## src/rtl/multicycle_control.sv

```systemverilog
// Main control FSM for the multi-cycle MIPS datapath: sequences the shared ALU, memory port, IR, PC and register file.
// Moore outputs per state, with same-cycle gating on the memory handshake, the branch condition and reset.
module multicycle_control #(
    parameter bit ENABLE_BNE = 1'b1
) (
    input  logic       clk,
    input  logic       reset,
    input  logic [5:0] opcode,
    input  logic       zero,
    input  logic       mem_ready,
    output logic       mem_req,
    output logic       mem_write,
    output logic       i_or_d,
    output logic       ir_write,
    output logic       pc_en,
    output logic [1:0] pc_src,
    output logic       alu_src_a,
    output logic [1:0] alu_src_b,
    output logic [1:0] alu_op,
    output logic       reg_dst,
    output logic       mem_to_reg,
    output logic       reg_write,
    output logic       illegal_op,
    output logic       instr_done,
    output logic [3:0] state
);

    typedef enum logic [3:0] {
        S_FETCH    = 4'd0,
        S_DECODE   = 4'd1,
        S_MEMADR   = 4'd2,
        S_MEMREAD  = 4'd3,
        S_MEMWB    = 4'd4,
        S_MEMWRITE = 4'd5,
        S_EXECUTE  = 4'd6,
        S_ALUWB    = 4'd7,
        S_BRANCH   = 4'd8,
        S_ADDIEX   = 4'd9,
        S_ADDIWB   = 4'd10,
        S_JUMP     = 4'd11
    } state_e;

    localparam logic [5:0] OP_RTYPE = 6'b000000;
    localparam logic [5:0] OP_LW    = 6'b100011;
    localparam logic [5:0] OP_SW    = 6'b101011;
    localparam logic [5:0] OP_BEQ   = 6'b000100;
    localparam logic [5:0] OP_BNE   = 6'b000101;
    localparam logic [5:0] OP_ADDI  = 6'b001000;
    localparam logic [5:0] OP_J     = 6'b000010;

    state_e     state_q, state_d;
    logic [5:0] op_q;

    // State register; opcode is captured in DECODE so later IR changes are ignored
    always_ff @(posedge clk) begin
        if (reset) begin
            state_q <= S_FETCH;
            op_q    <= 6'd0;
        end else begin
            state_q <= state_d;
            if (state_q == S_DECODE) begin
                op_q <= opcode;
            end
        end
    end

    // Next-state and per-state datapath controls
    always_comb begin
        state_d    = S_FETCH;
        mem_req    = 1'b0;
        mem_write  = 1'b0;
        i_or_d     = 1'b0;
        ir_write   = 1'b0;
        pc_en      = 1'b0;
        pc_src     = 2'b00;
        alu_src_a  = 1'b0;
        alu_src_b  = 2'b00;
        alu_op     = 2'b00;
        reg_dst    = 1'b0;
        mem_to_reg = 1'b0;
        reg_write  = 1'b0;
        illegal_op = 1'b0;
        instr_done = 1'b0;

        case (state_q)
            S_FETCH: begin
                mem_req   = 1'b1;
                alu_src_b = 2'b01;
                ir_write  = mem_ready;
                pc_en     = mem_ready;
                state_d   = mem_ready ? S_DECODE : S_FETCH;
            end
            S_DECODE: begin
                alu_src_b = 2'b11;
                if (opcode == OP_RTYPE) begin
                    state_d = S_EXECUTE;
                end else if (opcode == OP_LW || opcode == OP_SW) begin
                    state_d = S_MEMADR;
                end else if (opcode == OP_BEQ || (opcode == OP_BNE && ENABLE_BNE)) begin
                    state_d = S_BRANCH;
                end else if (opcode == OP_ADDI) begin
                    state_d = S_ADDIEX;
                end else if (opcode == OP_J) begin
                    state_d = S_JUMP;
                end else begin
                    illegal_op = 1'b1;
                    instr_done = 1'b1;
                    state_d    = S_FETCH;
                end
            end
            S_MEMADR: begin
                alu_src_a = 1'b1;
                alu_src_b = 2'b10;
                if (op_q == OP_LW) begin
                    state_d = S_MEMREAD;
                end else if (op_q == OP_SW) begin
                    state_d = S_MEMWRITE;
                end else begin
                    state_d = S_FETCH;
                end
            end
            S_MEMREAD: begin
                mem_req = 1'b1;
                i_or_d  = 1'b1;
                state_d = mem_ready ? S_MEMWB : S_MEMREAD;
            end
            S_MEMWB: begin
                mem_to_reg = 1'b1;
                reg_write  = 1'b1;
                instr_done = 1'b1;
                state_d    = S_FETCH;
            end
            S_MEMWRITE: begin
                mem_req    = 1'b1;
                mem_write  = 1'b1;
                i_or_d     = 1'b1;
                instr_done = mem_ready;
                state_d    = mem_ready ? S_FETCH : S_MEMWRITE;
            end
            S_EXECUTE: begin
                alu_src_a = 1'b1;
                alu_op    = 2'b10;
                state_d   = S_ALUWB;
            end
            S_ALUWB: begin
                reg_dst    = 1'b1;
                reg_write  = 1'b1;
                instr_done = 1'b1;
                state_d    = S_FETCH;
            end
            S_BRANCH: begin
                alu_src_a  = 1'b1;
                alu_op     = 2'b01;
                pc_src     = 2'b01;
                pc_en      = (op_q == OP_BNE) ? ~zero : zero;
                instr_done = 1'b1;
                state_d    = S_FETCH;
            end
            S_ADDIEX: begin
                alu_src_a = 1'b1;
                alu_src_b = 2'b10;
                state_d   = S_ADDIWB;
            end
            S_ADDIWB: begin
                reg_write  = 1'b1;
                instr_done = 1'b1;
                state_d    = S_FETCH;
            end
            S_JUMP: begin
                pc_src     = 2'b10;
                pc_en      = 1'b1;
                instr_done = 1'b1;
                state_d    = S_FETCH;
            end
            default: begin
                state_d = S_FETCH;
            end
        endcase

        // Reset suppresses every enable in the cycle it is asserted
        if (reset) begin
            mem_req    = 1'b0;
            mem_write  = 1'b0;
            ir_write   = 1'b0;
            pc_en      = 1'b0;
            reg_write  = 1'b0;
            illegal_op = 1'b0;
            instr_done = 1'b0;
        end
    end

    assign state = 4'(state_q);

endmodule
```

## config.mk

```make
export PLATFORM = sky130hd
export DESIGN_NAME = multicycle_control
export DESIGN_NICKNAME = d
export VERILOG_FILES = /design/src/rtl/multicycle_control.sv
export SDC_FILE = /design/constraint.sdc
export NUM_CORES = 1
export LEC_CHECK = 0
export ABC_AREA = 1
export CAP_MARGIN = 20
export CORE_MARGIN = 4
export CORE_UTILIZATION = 30
export CTS_CLUSTER_DIAMETER = 150
export DETAILED_ROUTE_END_ITERATION = 10
export PLACE_DENSITY = 0.64
export SYNTH_ARGS = -nofsm -noshare
export SYNTH_HDL_FRONTEND = slang
export SYNTH_SLANG_ARGS = --single-unit
```

## constraint.sdc

```tcl
create_clock -name clk -period 1.83 [get_ports clk]
set_input_delay 0.366 -clock clk [delete_from_list [all_inputs] [get_ports clk]]
set_output_delay 0.366 -clock clk [all_outputs]
set_load 0.01 [all_outputs]
```

* After elaboration in Yosys (flattened, before gate mapping) *
Index checks and enable logic that the tools add are counted.

cells by class
  add/subtract/negate cells = 0
  multiply operators = 0
  div/mod/pow operators = 0
  order comparisons = 0
  eq/ne operators = 20
  shifts and indexed selects = 0
  multiplexer cells = 38
  bitwise logic cells = 1
  reduce and logical (&&, ||, !) cells = 10

operators by type and width
  cell                  number
  $pmux W4 S7           1
  $eq A6 B6 Y1 const B  4
  $mux W1               23
  $mux W4               5
  $eq A6 B3 Y1 const B  3
  $eq A4 B3 Y1 const B  4
  $eq A4 B4 Y1 const B  4
  $mux W3               4
  $eq A4 B2 Y1 const B  2
  $pmux W2 S2           2
  $eq A6 B2 Y1 const B  1
  $eq A6 B4 Y1 const B  1
  $logic_not A6 Y1      1
  $pmux W1 S3           2
  $pmux W2 S3           1
  $reduce_or A3 Y1      2
  $reduce_or A5 Y1      1
  $eq A4 B1 Y1 const B  1
  $logic_not A4 Y1      1
  $reduce_or A2 Y1      2
  $reduce_or A4 Y1      1
  $logic_or A1 B1 Y1    2
  $not A1 Y1            1

storage, ports and cells
  flip-flop bits (word level) = 10
  bits in latches = 0
  bits in writable memories = 0
  memory bits (read-only) = 0
  bits of input ports = 10
  output and inout port bits = 21
  word-level logic and storage cells = 71
  memories = 0

* Logic depth before layout (Yosys ltp) *
  word-level depth = 8
  depth in mapped cells = 9
  depth with buffers taken out = 9

* Worst setup path after synthesis *
No wires, ideal clock.

  kind = register -> output
  start point = reg state_q[3], in the netlist state[3]
  end point = out instr_done
  arrival time = 1.235 ns
  required time = 1.464 ns
  slack = 0.229 ns
  cell stages (with the launch flop) = 7
  path buffers = 0
  cells stage by stage = dfxtp_1 -> nand2_1 -> nor2_1 -> nor2_1 -> nand3_1 -> nor2_1 -> nor2_1

between the ends
  cells in the longest elaborated chain, start to end = 4
  elaborated cells between the ends (all ways) = 10
  those cells by class = 7 x eq/ne; 2 x mux; 1 x reduce/logical

ends and longest elaborated chain
  element                                              line  text
  from (decl)                                          51    state_e state_q, state_d;
  from (signal assigned)                               60    state_q <= state_d;
  $eq A4 B4 Y1 / $eq A4 B3 Y1 (equally long branches)  85    case (state_q)
  $reduce_or A5 Y1 (no line)                           n/a
  $pmux W1 S3 (*)                                      85
  $mux W1 (*)                                          181   if (reset) begin
  to (decl)                                            24    output logic instr_done,

Mark *: on every way between the ends. The rest lies on a longest branch, timed or not.

* Final worst setup path *
  start point = reg state_q[2], in the netlist state[2]
  end point = out alu_src_a

between the ends
  cells in the longest elaborated chain, start to end = 3
  elaborated cells between the ends (all ways) = 6
  those cells by class = 4 x eq/ne; 1 x mux; 1 x reduce/logical

ends and longest elaborated chain
  element                               line  text
  $eq A4 B2 Y1 (tied with other cells)  85
  $reduce_or A4 Y1 (no line) (*)        n/a
  $mux W1 (*)                           85
  to (decl)                             17    output logic alu_src_a,

Marks and branches as above.

==> key figures <==
Placed design
  • Post-Place Cells: around 240
  • DP Wirelength: 2144 um
  • Placed Area: 1375 um2
  • Port bufs: 30
  • GP Congestion: 0.8410

Global routing
  • First-pass GRT wire length: around 4600 um
  • Grt ovf: 0
  • Initial antenna violation count: 0
  • Vias in the first global route: 1057
  • Total GRT Usage: 16.03%
  • Pin count of the biggest net entering global routing: 10

STA
  • Final setup viols: 2
  • Unrepaired setup endpoints after global routing: true
  • Fin crit period: 1869 ps
  • Max Freq: 0.5351 GHz
  • Slew @ Worst Pin: 337.4 ps
  • Worst slew margin: 77.51%
  • Final hold viol count: 0
  • Period utilisation layout: 102.1%
  • Hold Slack: about 490 ps
  • TNS Setup: -51.51 ps
  • Clock skew: 3.354 ps
  • Worst setup slack after layout: -38.70 ps
  • Max-slew violations: 0

Drt
  • DRC: 0
  • TritonRoute pass-1 iters: 4
  • Detail Route Antenna Nets: 0
  • Initial DRC count: 45
  • Routed wire length: 2831 um
  • Via count: 1168
  • WL/cell: 11.37 um
  • Vias per cell: 4.691

Power
  • Worst IR Drop VDD: 0.0002518 V
  • Leakage: 0.0008697 uW
  • Power Dens Cells: 386.1 nW/um2

Outcome
  • Status: finished, violations left
  • Failing checks: negative setup slack

Synth
  • Most frequent cells after synthesis: nor2_1 (38), inv_1 (32), nand2_1 (26)
  • Dominant cells by area after synthesis: dfxtp_1 (24%), nor2_1 (17%), inv_1 (15%), nand2_1 (12%), nand3_1 (9.7%)
  • Number of synthesized register bits: 10
  • Synth unique cells: 18
  • Most frequent cell after synthesis: nor2_1
  • EDFF count, synth: 0
  • Mean Syn Cell Area: 5.406 um2
  • Share of Yosys cell area claimed by the top area cell type: 24.21%
  • Cell taking the most area after synthesis: dfxtp_1
  • Mapped Area: between 800 and 900 um2
  • Post-Synthesis Cells: 153
  • Synth warn: 0
  • Top FF cell, synth: dfxtp_1
  • Ys async rst share: 0%
  • Syn Nets: roughly 160
  • Sequential share of the synthesized area: ~24%

Floorplanning
  • Die height: just over 60 um
  • Num ports: 31
  • FP Rows: 18
  • Initial core utilization: approximately a third
  • Die Area: 3661 um2
  • Die Wd: 60.51 um
  • Core outline area: ~2500 um2

Finish
  • Nets@finish: 230
  • Post-route cell area: 1550 um2
  • Non-filler cells, final: 249
  • ANT cells: 0
  • Area Growth Syn to Fin: 87.44%
  • Share of cells above drive strength 1: around 40%

Clock tree
  • Skew-Pair Late Insertion Delay: 260 ps
  • Clock root buffer: clkbuf_4
  • CTS clk-pin slew, worst paths: roughly 70 ps
  • Bufs on Longest Clock Path: 2
  • CTS tree: yes
  • Hold-fix buffers, CTS: 0
  • Cts bufs inserted: 3
  • H-tree depth: 1
  • CTS Sinks: 10

Setup path
  • WP buf/inv: 3
  • CP top delay family: simple AND/OR/NAND/NOR gates
  • Reg2Reg Depth: 11
  • Critical Path End Type: primary output
  • Reg-to-Reg Start: state[3]
  • Max Fanout on Critical Path: 4
  • CP max stage delay: 370 ps
  • FF-to-FF End: state[2]
  • Cell Chain, Critical Path: inv_6 -> nor2_4 -> buf_6 -> nand2_4 -> nand2_2 -> or3_1 -> buf_2
  • R2r setup slk: 270 ps
  • Crit-path slowest cell: dfxtp_4
  • Startpoint types: flip-flop
  • WP data arrival: 1500 ps
  • Crit Path Class: flip-flop to primary output
  • Required time of the critical path: 1460 ps

Hold path
  • Hold EP: op_q[0]
  • Hold path cells: 2
  • Hold WC Path Type: flip-flop to flip-flop
  • HP Start: op_q[0]

Job
  • Max_cap viols: 0
[flip-flops by register name, summed over array words and instances (netlist names)]
| register | flops |
|---|---|
| op_q | 6 |
| state | 4 |
[what timing repair did]
| action | in CTS | in global routing |
|---|---|---|
| gates resized for setup | 76 | 35 |
| pin swaps | 11 | 8 |
| gates cloned | 0 | 0 |
| buffers inserted | 3 | 1 |
| setup endpoints to repair | 17 | 12 |
[per-layer routing]
layer	routed length, um	global-route usage [%]	share of wire, %
met1	1225	20.79	43
met2	1380	28.09	49
met3	206	1.702	7.3
met4	19	4.644	0.67
met5	0	0	0
[tightest hold or removal path: cells and delay by family (launching register included)]
kind            cells  cell delay, ps
flops               1             320
buf+inv             1              70
compound gates      1              50
[logic make-up after synthesis]
group	share of synthesized area, %
compound gates	11.19
buf+inv	16.79
flops	24.21
simple gates	47.81
[where the power goes]
part / switching, uW / leakage, uW / internal [uW]
Clock: 76.1 / 0.0000210 / 121
Combinational: 86.3 / 0.000764 / 79.5
Sequential: 11.1 / 0.0000849 / 225
[cell usage in the layout, fill, tap and decap left out, types with 2 or more instances in the layout]
master	count
a21oi_1	6
nor2_4	6
nand2_2	7
clkbuf_4	3
inv_2	7
o21ai_1	2
nand2_1	16
clkdlybuf4s50_1	6
nand3_1	11
inv_1	25
nor3_1	3
nand2_4	2
o21ai_0	7
dfxtp_4	4
buf_6	7
dfxtp_1	6
dlygate4sd2_1	13
nor2_2	5
nand3_2	5
clkbuf_2	3
nor2_1	31
buf_2	5
buf_4	29
[cell type report]
class                   count  area [um2]
fillers                   246       994.7
well taps                  30       37.54
repair buffers             64       520.5
multi-input cells         108       611.8
clock buffers               4       36.28
inverters                  33       128.9
flip-flops and latches     10       215.2
[worst max path at each step]
stage	slack [ps]	endpoint	from	cells after the start
after CTS	-30	instr_done	state[3]	9
final	-40	alu_src_a	state[2]	7
after global placement	-530	instr_done	opcode[5]	8
after detailed placement	-580	instr_done	opcode[5]	8
after floorplan	230	instr_done	state[3]	6
after global routing	-110	alu_src_a	state[3]	6
[per-stage QoR]
stage	utilization [%]	setup slack, ps	total power [uW]
floorplan	-	228.8	313.1
global placement	54.03	-529.5	392.1
detailed placement	54.03	-580.9	394.3
CTS	57.77	-26.18	589.9
global route	60.91	-106.4	629.6
finish	60.91	-38.70	598.6
Note: power is estimated with default switching activity, not from simulation.
